File: src/rtl/mem_access_ctrl_pkg.sv
// rtl/mem_access_ctrl_pkg.sv - shared word length and MEM-stage sequencer state encoding
package mem_access_ctrl_pkg;

    localparam int MEM_WORD_LEN = 32;

    typedef enum logic [1:0] {
        ST_IDLE   = 2'd0,
        ST_ACCESS = 2'd1,
        ST_DONE   = 2'd2
    } mem_state_t;

endpackage

File: src/rtl/mem_timeout_cnt.sv
// rtl/mem_timeout_cnt.sv - ACCESS-cycle counter flagging the last permitted wait cycle
module mem_timeout_cnt #(
    parameter int LIMIT = 16
) (
    input  logic clk,
    input  logic rst,
    input  logic i_clear,
    input  logic i_enable,
    output logic o_expired
);

    localparam int CNT_W = (LIMIT < 2) ? 1 : $clog2(LIMIT + 1);

    logic [CNT_W-1:0] r_count;

    // Expired during the LIMIT-th enabled cycle so the caller can leave on that edge.
    assign o_expired = i_enable && (r_count == CNT_W'(LIMIT - 1));

    // Restart on each new access, count while the access is outstanding.
    always_ff @(posedge clk) begin
        if (rst || i_clear) begin
            r_count <= '0;
        end else if (i_enable && !o_expired) begin
            r_count <= r_count + CNT_W'(1);
        end
    end

endmodule

File: src/rtl/mem_access_ctrl.sv
// rtl/mem_access_ctrl.sv - MEM-stage SRAM req/ack sequencer with pipeline freeze; optional MEM_TIMEOUT_EN
module mem_access_ctrl
    import mem_access_ctrl_pkg::*;
#(
    parameter int WORD_LEN       = MEM_WORD_LEN,
    parameter int TIMEOUT_CYCLES = 16
) (
    input  logic                clk,
    input  logic                rst,
    input  logic                MEM_R_EN_IN,
    input  logic                MEM_W_EN_IN,
    input  logic                WB_EN_IN,
    input  logic [WORD_LEN-1:0] ALUResIn,
    input  logic [WORD_LEN-1:0] storeValIn,
    input  logic                sram_ack,
    input  logic [WORD_LEN-1:0] sram_rdata,
    output logic                freeze,
    output logic                WB_EN,
    output logic [WORD_LEN-1:0] memReadVal,
    output logic                sram_req,
    output logic                sram_we,
    output logic [WORD_LEN-1:0] sram_addr,
    output logic [WORD_LEN-1:0] sram_wdata,
    output logic                mem_err
);

    mem_state_t          r_state;
    mem_state_t          w_state_next;
    logic                w_mem_req;
    logic                w_issue;
    logic                w_in_access;
    logic                w_timeout;
    logic                r_req;
    logic                r_we;
    logic [WORD_LEN-1:0] r_addr;
    logic [WORD_LEN-1:0] r_wdata;
    logic [WORD_LEN-1:0] r_rdata;
    logic                r_mem_err;

    assign w_mem_req   = MEM_R_EN_IN | MEM_W_EN_IN;
    assign w_issue     = (r_state == ST_IDLE) & w_mem_req;
    assign w_in_access = (r_state == ST_ACCESS);

`ifdef MEM_TIMEOUT_EN
    logic w_expired;

    mem_timeout_cnt #(
        .LIMIT(TIMEOUT_CYCLES)
    ) u_timeout (
        .clk      (clk),
        .rst      (rst),
        .i_clear  (w_issue),
        .i_enable (w_in_access),
        .o_expired(w_expired)
    );

    // An ack arriving on the limit cycle is a normal completion.
    assign w_timeout = w_in_access & w_expired & ~sram_ack;
`else
    assign w_timeout = 1'b0;
`endif

    // Stall combinationally in the issuing cycle so EX/MEM holds the instruction.
    assign freeze     = w_issue | w_in_access;
    assign WB_EN      = WB_EN_IN & ~freeze;
    assign memReadVal = r_rdata;
    assign sram_req   = r_req;
    assign sram_we    = r_we;
    assign sram_addr  = r_addr;
    assign sram_wdata = r_wdata;
    assign mem_err    = r_mem_err;

    // State register; reset abandons any outstanding access.
    always_ff @(posedge clk) begin
        if (rst) begin
            r_state <= ST_IDLE;
        end else begin
            r_state <= w_state_next;
        end
    end

    // Next-state: issue, wait for ack (or timeout), one DONE cycle to let the instruction advance.
    always_comb begin
        w_state_next = r_state;
        case (r_state)
            ST_IDLE:   if (w_mem_req) w_state_next = ST_ACCESS;
            ST_ACCESS: if (sram_ack || w_timeout) w_state_next = ST_DONE;
            ST_DONE:   w_state_next = ST_IDLE;
            default:   w_state_next = ST_IDLE;
        endcase
    end

    // SRAM request registers, captured load data and the one-cycle error flag.
    always_ff @(posedge clk) begin
        if (rst) begin
            r_req     <= 1'b0;
            r_we      <= 1'b0;
            r_addr    <= '0;
            r_wdata   <= '0;
            r_rdata   <= '0;
            r_mem_err <= 1'b0;
        end else begin
            r_mem_err <= 1'b0;
            if (w_issue) begin
                r_addr  <= ALUResIn;
                r_wdata <= storeValIn;
                r_we    <= ~MEM_R_EN_IN;
                r_req   <= 1'b1;
            end else if (w_in_access) begin
                if (sram_ack) begin
                    r_req <= 1'b0;
                    if (!r_we) begin
                        r_rdata <= sram_rdata;
                    end
                end else if (w_timeout) begin
                    r_req     <= 1'b0;
                    r_rdata   <= '0;
                    r_mem_err <= 1'b1;
                end
            end
        end
    end

endmodule
File: config.mk
export PLATFORM = sky130hd
export DESIGN_NAME = mem_access_ctrl
export DESIGN_NICKNAME = d
export VERILOG_FILES = /design/src/rtl/mem_access_ctrl_pkg.sv /design/src/rtl/mem_timeout_cnt.sv /design/src/rtl/mem_access_ctrl.sv
export SDC_FILE = /design/constraint.sdc
export NUM_CORES = 1
export LEC_CHECK = 0
export ABC_AREA = 1
export CORE_ASPECT_RATIO = 1.4
export CORE_UTILIZATION = 35
export CTS_CLUSTER_SIZE = 16
export DETAILED_ROUTE_END_ITERATION = 7
export HOLD_SLACK_MARGIN = 0.1
export PLACE_DENSITY = 0.77
export SETUP_SLACK_MARGIN = 0.02
export SLEW_MARGIN = 5
export SYNTH_ARGS = -nofsm -noshare
export SYNTH_HDL_FRONTEND = slang
export SYNTH_HIERARCHICAL = 1
export SYNTH_SLANG_ARGS = --single-unit
File: constraint.sdc
create_clock -name clk -period 3.15 [get_ports clk]
set_input_delay 0.4725 -clock clk [delete_from_list [all_inputs] [get_ports clk]]
set_output_delay 0.4725 -clock clk [all_outputs]
set_load 0.005 [all_outputs]
# Yosys cells after proc, flatten, opt, wreduce, memory -nomap -nowiden
# Cells that the tools add are included.
# Widths: inputs -> output; s select.
dict set report op_classes {
  eq_ne 3
  mux 6
  n_bitwise 8
  reduce_logical 6
}
# op n
set ops {}
lappend ops {{$mux 2} 2}
lappend ops {{$ne 2x2->1 const B} 2}
lappend ops {{$not 1->1} 4}
lappend ops {{$pmux 2 s2} 1}
lappend ops {{$reduce_and 2->1} 2}
lappend ops {{$reduce_and 4->1} 1}
lappend ops {{$reduce_bool 2->1} 2}
lappend ops {{$mux 1} 3}
lappend ops {{$and 1x1->1} 2}
lappend ops {{$eq 2x1->1 const B} 1}
lappend ops {{$logic_not 2->1} 1}
lappend ops {{$or 1x1->1} 2}
dict set report totals {
  regBits 100
  in_bits 102
  output_inout_bits 101
}

# Logic depth before layout (Yosys ltp)
# Gate-level depths: netlist (run 1).
dict set report logic_depth {
  depth_word 5
  ltp_mapped 7
}

# Least setup slack after synthesis (run 1)
# Ideal clock, no wire load.
dict set report synth_path {
  path_type {input-to-output}
  start {input MEM_R_EN_IN}
  end {output WB_EN}
  t_arrival_ps 1075
  slack_ps 1602
  stages 7
  path_cell_list {inv_1 -> nand2_1 -> nand2_4 -> buf_6 -> buf_6 -> nand2_2 -> nor2_1}
}
dict set report synth_between {
  elab_chain_cells 5
}
# item line_no
set synth_lines {}
lappend synth_lines {{start: declaration} mem_access_ctrl.sv:10} ;# input logic MEM_R_EN_IN,
lappend synth_lines {{$or 1x1->1} mem_access_ctrl.sv:40} ;# assign w_mem_req = MEM_R_EN_IN | MEM_W_EN_IN;
lappend synth_lines {{$and 1x1->1} mem_access_ctrl.sv:41} ;# assign w_issue = (r_state == ST_IDLE) & w_mem_req;
lappend synth_lines {{$or 1x1->1} mem_access_ctrl.sv:64} ;# assign freeze = w_issue | w_in_access;
lappend synth_lines {{named net freeze} mem_access_ctrl.sv:17} ;# output logic freeze,
lappend synth_lines {{$not 1->1} mem_access_ctrl.sv:65} ;# assign WB_EN = WB_EN_IN & ~freeze;
lappend synth_lines {{$and 1x1->1} mem_access_ctrl.sv:65}
lappend synth_lines {{end: declaration} mem_access_ctrl.sv:18} ;# output logic WB_EN,
# The timed path passes the listed nets, and every way through them passes these cells.

# Worst setup path after layout (run 1)
dict set report layout_path {
  start {input MEM_R_EN_IN}
  end {output WB_EN}
}
dict set report layout_between {
  elab_chain_cells 5
}
# item line_no
set layout_lines {}
lappend layout_lines {{$or 1x1->1} mem_access_ctrl.sv:40}
lappend layout_lines {{$and 1x1->1} mem_access_ctrl.sv:41}
lappend layout_lines {{$or 1x1->1} mem_access_ctrl.sv:64}
lappend layout_lines {{$not 1->1} mem_access_ctrl.sv:65}
lappend layout_lines {{$and 1x1->1} mem_access_ctrl.sv:65}
# Every way passes these cells.

==> metrics.md, run 1 <==
| Metric | Value |
|---|---|
| Hpwl dp | 7.327 mm |
| Clock slew at reported path FFs | 0.07 ns |
| Post-synth EDFFs | 0 |
| Worst vdd ir | 0.3014 mV |
| Ys Warns | 6 |
| Hold Slack | 0.4819 ns |
| FF+latch area | 2002 um^2 |
| CP endpoint kind | output port |
| Antenna diodes | 0 |
| Max-Cap Viols | 0 |
| IO buf count | 201 |
| Seq/Total Area, Yosys | 53.98% |
| Crit path largest cell delay | 0.50 ns |
| Leakage Power | 2.626 nW |
| Nets | 793 |
| CP Cell Sequence | clkdlybuf4s50_1 -> inv_1 -> nand2_1 -> nand2_4 -> nand2_2 -> nor2_1 -> clkdlybuf4s50_1 |
| CTS Buf Count | 9 |
| Synth cell count leaders | 194 x nor2_1, 100 x dfxtp_1, 69 x nand2_1 |
| Post_cts resized | 0 |
| GRT overflow | 0 |
| Met3 wire length | 824 um |
| Hold_buf cts | 0 |
| Netlist cell types | 20 |
| Logic pwr share | 21.1% |
| Vias | 3,685 |
| Reg2reg start | r_state[0] |
| Area of the die | 11,020 um^2 |
| Worst hold path class | flop to flop |
| Mapped Cells | 506 |
| WP data arrival | 2.02 ns |
| Area of the core | 10,350 um^2 |
| Setup violations, final | 0 |
| Initial antenna violation count | 0 |
| Vias in the first global route | 3,521 |
| Most frequent cell after synthesis | nor2_1 |
| Wl on met1 | 4.125 mm |
| Share of layout cells above drive strength 1 | 3.448% |
| Setup slack after layout | 0.6575 ns |
| Post-synthesis async set-or-reset flop share | 0% |
| Crit path time final | 2.493 ns |
| Sequential share of power | 44.7% |
| Synth area leader | dfxtp_1 |
| Top sig layer | met4 |
| Max frequency | 0.4012 GHz |
| Router iterations before antenna repair | 4 |
| Placed Instances | 818 |
| Critical path data required time | 2.68 ns |
| Dpl ws | 0.6608 ns |
| Psw | 0.8064 mW |
| Syn Std Cell Area | 3709 um^2 |
| Main flop type after synthesis | dfxtp_1 |
| Final period utilization | 79.13% |
| Synth area leaders | dfxtp_1 54%, nor2_1 20%, nand2_1 7.0% |
| Drt total wl | 10.13 mm |
| Initial core utilization | 35.83% |
| Setup Crit Path Kind | input pin to output port |
| CTS root buf | clkbuf_16 |
| Int Pwr | 2.445 mW |
| Crit path launch type | input pin |
| Status | finished clean |
| Critical Path Start | MEM_R_EN_IN |
| Clock insertion delay at the later pin of the skew report | 0.33 ns |
| Non-filler cells in the finished layout | 834 |
| Area of the multi-input gates | 1384 um^2 |
| DRC | 0 |
| Sink Count | 100 |
| Wire per inst | 12.15 um |
| Crit-path max FO | 35 |
| Post-CTS setup buffer count | 0 |
| Area growth, synth to finish | 63.02% |
| Maximum clock insertion buffer count | 2 |
| Net Sw Frac | 24.80% |
| Most Frequent Cell on Critical Path | clkdlybuf4s50_1 |
| Largest net degree at the start of global routing | 65 |
| Final Wtd Congestion | 0.7056 |
| Hold wc startpoint | sram_wdata[1] |
| Worst-margin pin slew | 0.8065 ns |
| First DRT Iteration DRCs | 161 |
| Clk pwr share | 34.2% |
| CTS tree | built |
| Die width | 89.00 um |
| Antenna Nets Post-Route | 0 |
| H-tree levels | 3 |
| Total track usage | 18.22% |
| Synth top area share | 53.98% |
| Layout Utilization | 58.41% |
| Chip height | 123.8 um |
| Row cnt | 44 |
| Fin. max-slew vios | 0 |
| Io pins | 203 |
| Final Skew | 0.006033 ns |
| Pwr dens | 537.9 nW/um^2 |
| First-pass GRT wire length | 15.52 mm |
| Synthesized area per cell | 7.329 um^2 |
| Fill cells | 988 |
| Syn_nets | 608 |
| Setup TNS | 0 ns |
| Final hold violation count | 0 |
| RSZ-0062 raised after global routing | no |
| Via density per instance | 4.418 |
| WL met2 | 4.902 mm |
| Seq cells post-synth | 100 |
| Slowest CP cell | clkdlybuf4s50_1 |
| Slew margin rel. | 46.13% |
[metrics by stage]
step | power (mW) | instance area [um^2]
after floorplan | 1.759 | 3709
after global placement | 2.152 | 5742
after detailed placement | 2.173 | 5742
after CTS | 3.289 | 6046
after global routing | 3.422 | 6046
final | 3.252 | 6046
[logic make-up after synthesis]
logic type / after synthesis / synth area share (%)
other: 1 / 0.1011
DFF: 100 / 53.98
and+or+nand+nor: 269 / 28.17
buffers and inverters: 69 / 8.704
AOI/OAI and AO/OA: 67 / 9.042
[area by class of cell]
type	count	share of cell area, %
Clock buffer	12	4.243
Timing Repair Buffer	204	33.65
Sequential cell	100	33.11
Multi-Input combinational cell	337	22.89
Tap cell	138	2.856
Inverter	39	2.463
Clock inverter	4	0.7864
[cells in the final DEF (no fill, tap or decap), types with 2 or more instances in the layout]
master,netlist,final
clkbuf_8,0,2
clkdlybuf4s50_1,0,201
inv_1,38,37
buf_4,6,3
dfxtp_1,100,100
nand2_1,69,69
clkinv_2,0,2
a21oi_1,3,3
nor2_1,194,194
o21ai_1,16,16
clkbuf_16,0,9
o21ai_0,48,48
[final timing paths]
path / to / slack, ns / cells after the start
hold reg to reg: sram_wdata[1] / 0.48 / 2
setup / recovery: WB_EN / 0.66 / 7
hold / removal: sram_wdata[1] / 0.48 / 2
setup reg to reg: sram_wdata[14] / 1.21 / 6
[flip-flops by register name, summed over array words and instances, names as in the netlist]
signal / count
memReadVal: 32
sram_addr: 32
sram_wdata: 32
r_state: 2
sram_req: 1
sram_we: 1
[layer usage]
metal  track usage (%)  vias up
met4             8.929        0
met2             32.07      155
li1                  -     1898
met1             19.92     1609
met5                 0        -
met3             5.036       23
[critical path, delay by kind of cell]
kind,cells,cell delay (ns)
buffers and inverters,3,0.99
and+or+nand+nor,4,0.56
[power by group through the flow]
stage	logic (mW)	clock network (mW)	registers [mW]
floorplan	0.270	0	1.49
global placement	0.676	0	1.48
detailed placement	0.691	0	1.48
CTS	0.694	1.14	1.46
global route	0.764	1.19	1.47
finish	0.686	1.11	1.45
Note: power is estimated with default switching activity, not from simulation.
==> run 2: changes to the inputs <==
- clock period: 3.15 -> 2.5 ns (I/O delays scaled with it)
==> run 2 against run 1 <==
  * Non-clock buffer count stayed put
  * Largest cell class unchanged
  * Critical path depth is the same
  * Sequential power grew 26%
  * Register-to-register slack got worse by 0.44 ns
==> metrics.md, run 2 (same netlist as run 1, synthesis figures left out) <==
| Metric | Value |
|---|---|
| Final Skew | 0.004022 ns |
| Final period utilization | 82.16% |
| Worst vdd ir | 0.3929 mV |
| Critical path data required time | 2.12 ns |
| WP data arrival | 1.68 ns |
| GRT overflow | 0 |
| First-pass GRT wire length | 14.84 mm |
| Drt total wl | 9.804 mm |
| Most common cell after layout, fill and taps aside | clkdlybuf4s50_1 |
| Max-Cap Viols | 0 |
| RSZ-0062 raised after global routing | no |
| Area growth, synth to finish | 64.20% |
| CTS Buf Count | 9 |
| Via density per instance | 4.406 |
| Final hold violation count | 0 |
| Leakage Power | 2.644 nW |
| Wire per inst | 11.76 um |
| Row cnt | 44 |
| CP endpoint kind | output port |
| Flop-to-flop setup slack | 0.77 ns |
| CTS tree | built |
| Setup TNS | 0 ns |
| IO buf count | 201 |
| Initial antenna violation count | 0 |
| Final Wtd Congestion | 0.7038 |
| Initial core utilization | 35.83% |
| Io pins | 203 |
| Hold_buf cts | 0 |
| CTS root buf | clkbuf_16 |
| Vias | 3,675 |
| Reg2reg start | r_state[0] |
| Worst-case reg-to-reg path depth | 7 |
| Setup slack after layout | 0.4459 ns |
| Most frequent cells in the layout | 201 x clkdlybuf4s50_1, 194 x nor2_1, 100 x dfxtp_1 |
| Max frequency | 0.4868 GHz |
| Fin. max-slew vios | 0 |
| Die width | 89.00 um |
| Power Total | 4.144 mW |
| Sink Count | 100 |
| End of the critical path | WB_EN |
| Router iterations before antenna repair | 4 |
| Area of the die | 11,020 um^2 |
| Fill cells | 929 |
| Post-CTS setup buffer count | 0 |
| Status | finished clean |
| Antenna Nets Post-Route | 0 |
| Maximum clock insertion buffer count | 2 |
| Area of the core | 10,350 um^2 |
| Total track usage | 17.25% |
| Reg-to-Reg End | sram_addr[6] |
| Crit path time final | 2.054 ns |
| Setup Crit Path Kind | input pin to output port |
| Critical Path Start | MEM_R_EN_IN |
| H-tree levels | 3 |
| Crit-path max FO | 2 |
| Dpl ws | 0.3545 ns |
| Clock slew at reported path FFs | 0.06 ns |
| Vias in the first global route | 3,337 |
| Post_cts resized | 0 |
| Crit path launch type | input pin |
| Pwr dens | 680.5 nW/um^2 |
| Largest net degree at the start of global routing | 98 |
| Chip height | 123.8 um |
| Nets | 793 |
| First DRT Iteration DRCs | 136 |
| Hpwl dp | 7.080 mm |
| DRC | 0 |
| Slew margin rel. | 47.04% |
| Setup violations, final | 0 |
| Worst hold path class | flop to flop |
| Share of layout cells above drive strength 1 | 3.592% |
| Antenna diodes | 0 |
| Clock insertion delay at the later pin of the skew report | 0.33 ns |
| Worst-margin pin slew | 0.7928 ns |
## run 2: changes by cell type in the layout (fill, tap and decap cells not counted)
cell / before / now
buf_12: 0 / 2
clkbuf_8: 2 / 4
clkinv_2: 2 / 1
buf_4: 3 / 1
clkbuf_1: 1 / 0
## run 2: worst min-delay path by stage
stage | cells past startpoint | slack [ns] | end | startpoint
after floorplan | 1 | 0.44 | r_state[0] | rst
after global placement | 2 | 0.45 | sram_req | sram_req
after detailed placement | 2 | 0.47 | sram_req | sram_req
after CTS | 2 | 0.48 | sram_req | sram_req
after global routing | 2 | 0.50 | sram_req | sram_req
final | 2 | 0.47 | sram_req | sram_req
## run 2: worst max-delay path, cell delays in order
cell and delay, ns:
clkdlybuf4s50_1 0.42, inv_1 0.06, nand2_1 0.08, nand2_4 0.07, nand2_2 0.06, nor2_1 0.11
clkdlybuf4s50_1 0.52
## run 2: layer usage
| metal | vias up | GRT usage [%] | wire length, um |
|---|---|---|---|
| met5 | - | 0 | 0 |
| met4 | 0 | 5.853 | 167 |
| met3 | 12 | 6.759 | 1010 |
| met2 | 148 | 31.54 | 4963 |
| met1 | 1618 | 17.67 | 3662 |
| li1 | 1897 | - | - |
## run 2: per-stage QoR
stage                     util (%)  cell area (um^2)  cells  hold slack (ns)
after floorplan                  -              3709    506           0.4441
after global placement       55.72              5767    818           0.4512
after detailed placement     55.72              5767    818           0.4679
after CTS                    58.84              6090    834           0.4837
after global routing         58.84              6090    834           0.4958
final                        58.84              6090    834           0.4744
## run 2: where the power goes
group / leakage [nW] / switching (mW) / internal [mW] / total [mW]
Clock: 0.158 / 0.560 / 0.883 / 1.44
Combinational: 1.66 / 0.355 / 0.511 / 0.866
Sequential: 0.827 / 0.0837 / 1.75 / 1.83
## run 2: layout make-up
| type | instances | area, um^2 | share of cell area, % |
|---|---|---|---|
| clock buffers | 13 | 280.3 | 4.602 |
| clock inverters | 3 | 42.54 | 0.6986 |
| inverters | 39 | 148.9 | 2.445 |
| multi-input cells | 337 | 1384 | 22.72 |
| flip-flops and latches | 100 | 2002 | 32.87 |
| well taps | 138 | 172.7 | 2.835 |
| repair buffers | 204 | 2059 | 33.82 |
==> run 3: changes to the inputs <==
- clock period: 2.5 -> 1.95 ns (I/O delays scaled with it)
==> run 3 against run 2 <==
  * Setup slack got worse by 0.35 ns
  * Register-to-register slack got worse by 0.20 ns
  * Clock power grew 21%
  * Utilization up 0.36 points
  * Cell count rose by 0.36%
  * Sequential power is 28% higher
  * Power rose by 26%
  * Via count rose by 0.49%
  * Worst hold slack better by 0.0081 ns
  * Critical path depth shrank 1
  * Die area stayed put
  * Clock-buffer cell count down 2
==> metrics.md, run 3 (same netlist as run 1, synthesis figures left out) <==
| Metric | Value |
|---|---|
| Area of the core | 10,350 um^2 |
| Wire per inst | 11.87 um |
| Most common cell after layout, fill and taps aside | clkdlybuf4s50_1 |
| Pwr dens | 853.4 nW/um^2 |
| Drt total wl | 9.936 mm |
| CTS tree | built |
| WP data arrival | 1.56 ns |
| Leakage Power | 2.662 nW |
| Post_cts resized | 2 |
| Die width | 89.00 um |
| Final hold violation count | 0 |
| Final Skew | 0.005423 ns |
| Clock slew at reported path FFs | 0.06 ns |
| Crit path time final | 1.853 ns |
| Crit path largest cell delay | 0.49 ns |
| Slowest CP cell | clkdlybuf4s50_1 |
| Chip height | 123.8 um |
| First-pass GRT wire length | 15.14 mm |
| Nets | 797 |
| Setup violations, final | 0 |
| DRC | 0 |
| CP Cell Sequence | clkdlybuf4s50_1 -> inv_1 -> nand2_1 -> nand2_4 -> nand2_2 -> clkdlybuf4s50_1 |
| Sink Count | 100 |
| IO buf count | 201 |
| Most Frequent Cell on Critical Path | clkdlybuf4s50_1 |
| Antenna Nets Post-Route | 0 |
| Row cnt | 44 |
| Largest net degree at the start of global routing | 69 |
| H-tree levels | 3 |
| Initial antenna violation count | 0 |
| Area growth, synth to finish | 65.22% |
| GRT overflow | 0 |
| Vias in the first global route | 3,452 |
| Vias | 3,693 |
| Fin. max-slew vios | 0 |
| Final Wtd Congestion | 0.6935 |
| Final period utilization | 95.02% |
| Crit-path max FO | 2 |
| CP endpoint kind | output port |
| Crit path launch type | input pin |
| CTS Buf Count | 9 |
| Hpwl dp | 7.270 mm |
| RSZ-0062 raised after global routing | no |
| Setup Crit Path Kind | input pin to output port |
| Total track usage | 17.81% |
| Max-Cap Viols | 0 |
| Worst hold path class | flop to flop |
| Maximum clock insertion buffer count | 2 |
| Most frequent cells in the layout | 200 x clkdlybuf4s50_1, 194 x nor2_1, 99 x dfxtp_1 |
| Post-CTS setup buffer count | 0 |
| CP top delay family | buffers and inverters |
| Io pins | 203 |
| Finished Cell Area | 6127 um^2 |
| Antenna diodes | 0 |
| Via density per instance | 4.412 |
| Area of the die | 11,020 um^2 |
| First DRT Iteration DRCs | 88 |
| Setup TNS | 0 ns |
| Critical path data required time | 1.66 ns |
| Router iterations before antenna repair | 4 |
| Initial core utilization | 35.83% |
| Max frequency | 0.5397 GHz |
| Status | finished clean |
| Share of layout cells above drive strength 1 | 4.006% |
| Worst vdd ir | 0.5047 mV |
| CP bufs+invs | 3 |
| Placed cell areas | 5834 um^2 |
| CTS root buf | clkbuf_16 |
| Clock insertion delay at the later pin of the skew report | 0.33 ns |
| Hold_buf cts | 0 |
[run 3: changes by cell type in the layout (fill, tap and decap cells not counted), sizes merged]
cell	delta
clkinvlp	+1
clkbuf	-2
clkdlybuf4s50	-1
dlygate4sd2	+1
buf	+4
[run 3: final cells by class]
cell class	count	area [um^2]
clock buffer	11	242.7
clock inverter	4	50.05
fill	966	4223
inverter	39	148.9
multi-input combinational	337	1384
sequential	100	2003
tap	138	172.7
timing repair buffer	208	2126
[run 3: worst paths after layout]
| check | from | end | slack, ns | depth (start not counted) |
|---|---|---|---|---|
| min reg2reg | sram_wdata[22] | sram_wdata[22] | 0.48 | 2 |
| max reg2reg | r_state[0] | sram_wdata[13] | 0.57 | 7 |
| min | sram_wdata[22] | sram_wdata[22] | 0.48 | 2 |
| max | MEM_R_EN_IN | freeze | 0.1 | 6 |
[run 3: report_power, final]
group          internal [mW]  total [mW]  switching, mW
Combinational          0.678        1.14          0.466
Sequential              2.24        2.35          0.103
Clock                   1.02        1.74          0.717
[run 3: through the flow]
stage,worst slack (ns),power [mW],hold WS [ns],utilization (%),std cells
2_1_floorplan,0.6690,2.841,0.3616,-,506
4_1_cts,0.09414,5.303,0.4878,59.20,837
3_3_place_gp,0.04004,3.519,0.4601,56.37,822
3_5_place_dp,0.01415,3.549,0.4725,56.37,822
6_report,0.09705,5.229,0.4824,59.20,837
5_1_grt,0.02443,5.527,0.5024,59.20,837
[run 3: metal layers]
metal | share of wire, % | GRT usage, % | wire length (um) | vias to the layer above
met5 | 0 | 0 | 0 | -
met4 | 1.9 | 7.639 | 187 | 0
met3 | 9.8 | 6.759 | 975 | 15
met2 | 49 | 31.44 | 4904 | 143
met1 | 39 | 18.69 | 3868 | 1626
li1 | - | - | - | 1909
[run 3: worst register-to-register path: stages (launching register included)]
cell     delay, ns
dfxtp_2       0.35
nor2_2        0.17
nand2_4       0.09
buf_12        0.18
inv_4         0.13
buf_4         0.21
nor2_1        0.07
nor2_1        0.11
